**config.mk**
```make
export PLATFORM = sky130hd
export DESIGN_NAME = bit_serializer_piso_flat
export DESIGN_NICKNAME = d
export VERILOG_FILES = /design/src/rtl/serdes_pkg.sv /design/src/rtl/bit_serializer_piso_if.sv /design/src/rtl/bit_serializer_piso.sv /design/src/flat_wrapper.sv
export SDC_FILE = /design/constraint.sdc
export NUM_CORES = 1
export LEC_CHECK = 0
export ABC_AREA = 1
export CAP_MARGIN = 20
export CORE_AREA = 5 5 49 51
export DETAILED_ROUTE_END_ITERATION = 16
export DIE_AREA = 0 0 54 56
export PLACE_DENSITY_LB_ADDON = 0.08
export SLEW_MARGIN = 15
export SYNTH_ARGS = -nofsm -noshare
export SYNTH_HDL_FRONTEND = slang
export SYNTH_SLANG_ARGS = --single-unit
```
**constraint.sdc**
```tcl
create_clock -name clk -period 1.7 [get_ports clk]
set_clock_uncertainty 0.2 [all_clocks]
set_input_delay 0.34 -clock clk [delete_from_list [all_inputs] [get_ports clk]]
set_output_delay 0.34 -clock clk [all_outputs]
set_load 0.1 [all_outputs]
```
**src/rtl/serdes_pkg.sv**
```systemverilog
// Shared definitions for the serializer stage feeding the serial sequence detector.
package serdes_pkg;

    localparam int DEFAULT_WIDTH = 8;

    typedef enum logic {
        ST_IDLE  = 1'b0,
        ST_SHIFT = 1'b1
    } state_t;

endpackage

```
**src/rtl/bit_serializer_piso_if.sv**
```systemverilog
// Word-load handshake between the upstream producer and the serializer.
interface bit_serializer_piso_if
    import serdes_pkg::*;
#(
    parameter int WIDTH = DEFAULT_WIDTH
);
    logic             load_valid;
    logic [WIDTH-1:0] load_data;
    logic             load_ready;

    modport master (
        output load_valid,
        output load_data,
        input  load_ready
    );

    modport slave (
        input  load_valid,
        input  load_data,
        output load_ready
    );
endinterface

```
**src/rtl/bit_serializer_piso.sv**
```systemverilog
// Parallel-in / serial-out stage: one bit per clock, back-to-back words with no gap,
// defined idle level between words because the downstream detector samples every clock.
//
//   state    | meaning
//   ---------+--------------------------------------------------------
//   ST_IDLE  | no word loaded, dout = IDLE_LEVEL, ready for a new word
//   ST_SHIFT | word in flight, dout = current output bit of shreg
module bit_serializer_piso
    import serdes_pkg::*;
#(
    parameter int WIDTH      = DEFAULT_WIDTH,
    parameter bit MSB_FIRST  = 1'b1,
    parameter bit IDLE_LEVEL = 1'b0
) (
    input  logic                  clk,
    input  logic                  rst,
    bit_serializer_piso_if.slave  ld,
    output logic                  dout,
    output logic                  dout_valid,
    output logic                  busy,
    output logic                  frame_done
);

    localparam int            CW      = $clog2(WIDTH);
    localparam logic [CW-1:0] LAST    = CW'(WIDTH - 1);
    localparam int            OUT_IDX = MSB_FIRST ? WIDTH - 1 : 0;
    localparam int            NXT_IDX = MSB_FIRST ? WIDTH - 2 : 1;

    state_t           state;
    logic [WIDTH-1:0] shreg;
    logic [WIDTH-1:0] shreg_shifted;
    logic [CW-1:0]    cnt;
    logic             accept;

    always_comb begin
        ld.load_ready = rst && ((state == ST_IDLE) || (cnt == LAST));
        accept        = ld.load_valid && ld.load_ready;
    end

    always_comb begin
        shreg_shifted = '0;
        if (MSB_FIRST) shreg_shifted = {shreg[WIDTH-2:0], 1'b0};
        else           shreg_shifted = {1'b0, shreg[WIDTH-1:1]};
    end

    // dout always mirrors the output end of shreg while shifting, so the outputs are
    // computed from next-state values and stay purely registered.
    always_ff @(posedge clk or negedge rst) begin
        if (!rst) begin
            state      <= ST_IDLE;
            shreg      <= '0;
            cnt        <= '0;
            dout       <= IDLE_LEVEL;
            dout_valid <= 1'b0;
            busy       <= 1'b0;
            frame_done <= 1'b0;
        end else if (accept) begin
            state      <= ST_SHIFT;
            shreg      <= ld.load_data;
            cnt        <= '0;
            dout       <= ld.load_data[OUT_IDX];
            dout_valid <= 1'b1;
            busy       <= 1'b1;
            frame_done <= 1'b0;
        end else begin
            case (state)
                ST_IDLE: begin
                    dout       <= IDLE_LEVEL;
                    dout_valid <= 1'b0;
                    busy       <= 1'b0;
                    frame_done <= 1'b0;
                end
                ST_SHIFT: begin
                    shreg <= shreg_shifted;
                    if (cnt == LAST) begin
                        state      <= ST_IDLE;
                        cnt        <= '0;
                        dout       <= IDLE_LEVEL;
                        dout_valid <= 1'b0;
                        busy       <= 1'b0;
                        frame_done <= 1'b0;
                    end else begin
                        cnt        <= cnt + CW'(1);
                        dout       <= shreg[NXT_IDX];
                        frame_done <= ((cnt + CW'(1)) == LAST);
                    end
                end
                default: state <= ST_IDLE;
            endcase
        end
    end

endmodule

```
**src/flat_wrapper.sv**
```systemverilog
// flat-port wrapper written by rule: the top's interface ports become plain ports
module bit_serializer_piso_flat import serdes_pkg::*;
#(
    parameter int WIDTH      = DEFAULT_WIDTH,
    parameter bit MSB_FIRST  = 1'b1,
    parameter bit IDLE_LEVEL = 1'b0
)
  (clk, rst, dout, dout_valid, busy, frame_done, ld_load_valid, ld_load_data, ld_load_ready);
  bit_serializer_piso_if #(.WIDTH(WIDTH)) ld_i ();
  input  logic clk;
  input  logic rst;
  output logic dout;
  output logic dout_valid;
  output logic busy;
  output logic frame_done;
  input wire logic [$bits(ld_i.load_valid)-1:0] ld_load_valid;
  input wire logic [$bits(ld_i.load_data)-1:0] ld_load_data;
  output wire logic [$bits(ld_i.load_ready)-1:0] ld_load_ready;
  assign ld_i.load_valid = ld_load_valid;
  assign ld_i.load_data = ld_load_data;
  assign ld_load_ready = ld_i.load_ready;
  bit_serializer_piso #(.WIDTH(WIDTH), .MSB_FIRST(MSB_FIRST), .IDLE_LEVEL(IDLE_LEVEL)) u_core (.clk(clk), .rst(rst), .ld(ld_i), .dout(dout), .dout_valid(dout_valid), .busy(busy), .frame_done(frame_done));
endmodule
```
==> results.tsv <==
stage	metric	value	unit
global_route	Overall Global Routing Usage	0.1224	
drt	initial DRC count	10	
placement	placed instance area	1065	um2
cts	CTS tree	yes	
cts	CTS Root Cell	clkbuf_4	
floorplanning	core area	1902	um2
drt	post-DR wirelength/cell	11.11	um
sta	Achievable Freq	522.3	MHz
logic_synthesis	sequential share of the synthesized area	0.4389	
worst_setup_path	crit-path max FO	2	
placement	placer congestion estimate	0.7250	
global_route	vias in the first global route	653	
pwr	total power draw	2.140	mW
worst_setup_path	critical path, cell by cell	ha_2 -> ha_4 -> inv_2 -> nand2_4 -> inv_4 -> nor2_4 -> buf_12	
worst_setup_path	Critical Path Slowest Stage Cell	dfrtp_1	
logic_synthesis	Net Count, Synth	109	
global_route	grt ovf	0	
finish	Fill cells	162	
sta	Worst Tran Pin Value	0.2896	ns
logic_synthesis	Cell variety after synth	17	
worst_setup_path	Critical Path End Type	primary output	
cts	# hold bufs at CTS	0	
worst_setup_path	Startpoint Class	flip-flop	
finish	fraction of layout cells with a size suffix above 1	0.3672	
placement	Detailed Place HPWL	1173	um
worst_setup_path	Arrival @ worst endpoint	1.37	ns
sta	PnR worst setup slack	-0.2146	ns
drt	DR vias	722	
finish	design area	1207	um2
placement	pre-CTS setup slack	-0.1276	ns
logic_synthesis	post-synthesis instance area	798.3	um2
cts	H-tree depth	1	
floorplanning	initial core utilization	0.4197	
sta	setup TNS	-0.2280	ns
pwr	Leak	0.6240	nW
drt	Post-Route WL	1722	um
job	Max Cap Viol	0	
worst_setup_path	kind of critical path	flip-flop to primary output	
cts	worst-skew pair later-pin latency	0.28	ns
pwr	Power per Cell Area	1772	nW/um2
worst_setup_path	crit-path leading delay family	flip-flops	
floorplanning	Die Y-Extent	56	um
cts	number of clock sinks	14	
sta	minimum clock period	1.915	ns
cts	clock buffer count from CTS	3	
sta	Final period util	1.126	
global_route	largest net degree at the start of global routing	20	
drt	ANT nets after route	0	
global_route	first-pass GRT wire length	2746	um
logic_synthesis	Yosys reg bits	14	
logic_synthesis	Syn Area/Cell	8.403	um2
sta	Hold WS	0.2040	ns
floorplanning	Core Rows	16	
pwr	Max IR drop VDD	0.8463	mV
run_status	status	finished, violations left	
drt	vias per inst	4.658	
floorplanning	Die ar.	3024	um2
floorplanning	I/O Pins	16	
finish	# diodes	0	
drt	DRC viols	0	
drt	Pre-antenna DRT Iters	4	
sta	count of final setup violators	2	
sta	headroom to the max-slew limit	0.8063	
sta	Max Transition Viols Final	0	
cts	Clock transition at path regs	0.08	ns
floorplanning	Die Width	54	um
worst_setup_path	worst stage delay on the critical path	0.39	ns
run_status	failing checks	negative setup slack	
global_route	antenna violations before repair	0	
finish	P&R area growth vs syn	51.25	%
cts	Max clock buf depth	2	
placement	Port-buffer cells	15	
finish	nets@finish	143	
logic_synthesis	yosys warns	0	
worst_setup_path	CP required	1.16	ns
worst_setup_path	CP Buf/Inv Count	3	
sta	RSZ-0062 raised after global routing	true	
worst_hold_path	Hold WC Path Type	input pin to asynchronous set/reset pin	
sta	Hold Vio Cnt, Final	0	
logic_synthesis	Cells after Synth	95	
==> state kept, by name, summed over array words and instances, names as in the netlist <==
name,count
u_core.shreg,7
u_core.dout_valid,1
u_core.state,1
u_core.dout,1
u_core.cnt,3
u_core.frame_done,1
==> power by group <==
part	internal, mW	switching (mW)	total (mW)
registers	0.477	0.108	0.585
logic	0.562	0.754	1.32
clock network	0.130	0.108	0.239
==> Yosys cell counts, drive strengths merged <==
library cell	n	area [um2]
o21ai	1	5.000
buf	6	51.29
dfrtp	14	350.3
nand4	7	43.79
nor2	2	7.510
nand2	38	150.1
or2	1	6.260
nand3	10	97.60
ha	3	37.54
inv	13	48.80
==> worst register-to-register path, stage by stage, from the launching register on <==
cell     delay (ns)
dfrtp_1        0.39
ha_2           0.20
ha_4           0.15
inv_2          0.05
nand2_4        0.05
buf_4          0.16
buf_6          0.13
or2_2          0.26
nand2_1        0.07
==> metrics by stage <==
step / cells / util
2_1_floorplan: 95 / -
3_3_place_gp: 141 / 0.5599
3_5_place_dp: 141 / 0.5599
4_1_cts: 148 / 0.6020
5_1_grt: 155 / 0.6349
6_report: 155 / 0.6349
==> what timing repair did <==
| item | 4_1_cts | 5_1_grt |
|---|---|---|
| pin swaps | 2 | 1 |
| gates resized for setup | 6 | 2 |
| endpoints found under the setup margin | 1 | 8 |
| setup buffers | 3 | 6 |
| gates cloned | 0 | 2 |
==> cell type report <==
type                            count  area, um2  area share
Clock buffer                        4      36.28     0.03005
Inverter                           13      51.30     0.04249
Multi-Input combinational cell     63      390.4      0.3233
Sequential cell                    14      351.6      0.2912
Tap cell                           27      33.78     0.02798
Timing Repair Buffer               34      344.1      0.2850
==> logic make-up after synthesis <==
logic type	count (synthesis)	share of synthesized area
buf+inv	19	0.1254
compound gates	1	0.006264
simple gates	58	0.3825
flops	14	0.4389
fa+ha+maj	3	0.04703
==> metal layers <==
layer  vias up  wire (um)  global-route usage
met5         -          0                   0
met4         0         34             0.06406
met3         5         83             0.02413
met2        16        851              0.1869
met1       338        752              0.1586
li1        363          -                   -
==> final timing paths <==
| check | from | end | slack (ns) | cells past startpoint |
|---|---|---|---|---|
| worst max-delay path | u_core.cnt[0] | ld_load_ready | -0.21 | 7 |
| worst min-delay path | rst | u_core.state | 0.20 | 2 |
| worst max register to register | u_core.cnt[0] | u_core.cnt[1] | -0.01 | 8 |
| worst min register to register | u_core.shreg[0] | u_core.shreg[0] | 0.31 | 2 |
| max in group asynchronous | rst | u_core.dout_valid | 0.73 | 3 |
| min in group clk | u_core.shreg[0] | u_core.shreg[0] | 0.31 | 2 |
==> placed cells by master, fill, tap and decap left out, types with 2 or more instances in the layout <==
cell	count
nand3_4	2
buf_4	17
clkdlybuf4s50_1	10
dfrtp_1	13
inv_2	2
nand2_1	36
nand3_2	7
nand3_1	2
inv_1	10
nand4_1	7
buf_12	5
clkbuf_4	3
(Power assumes the default switching activity.)
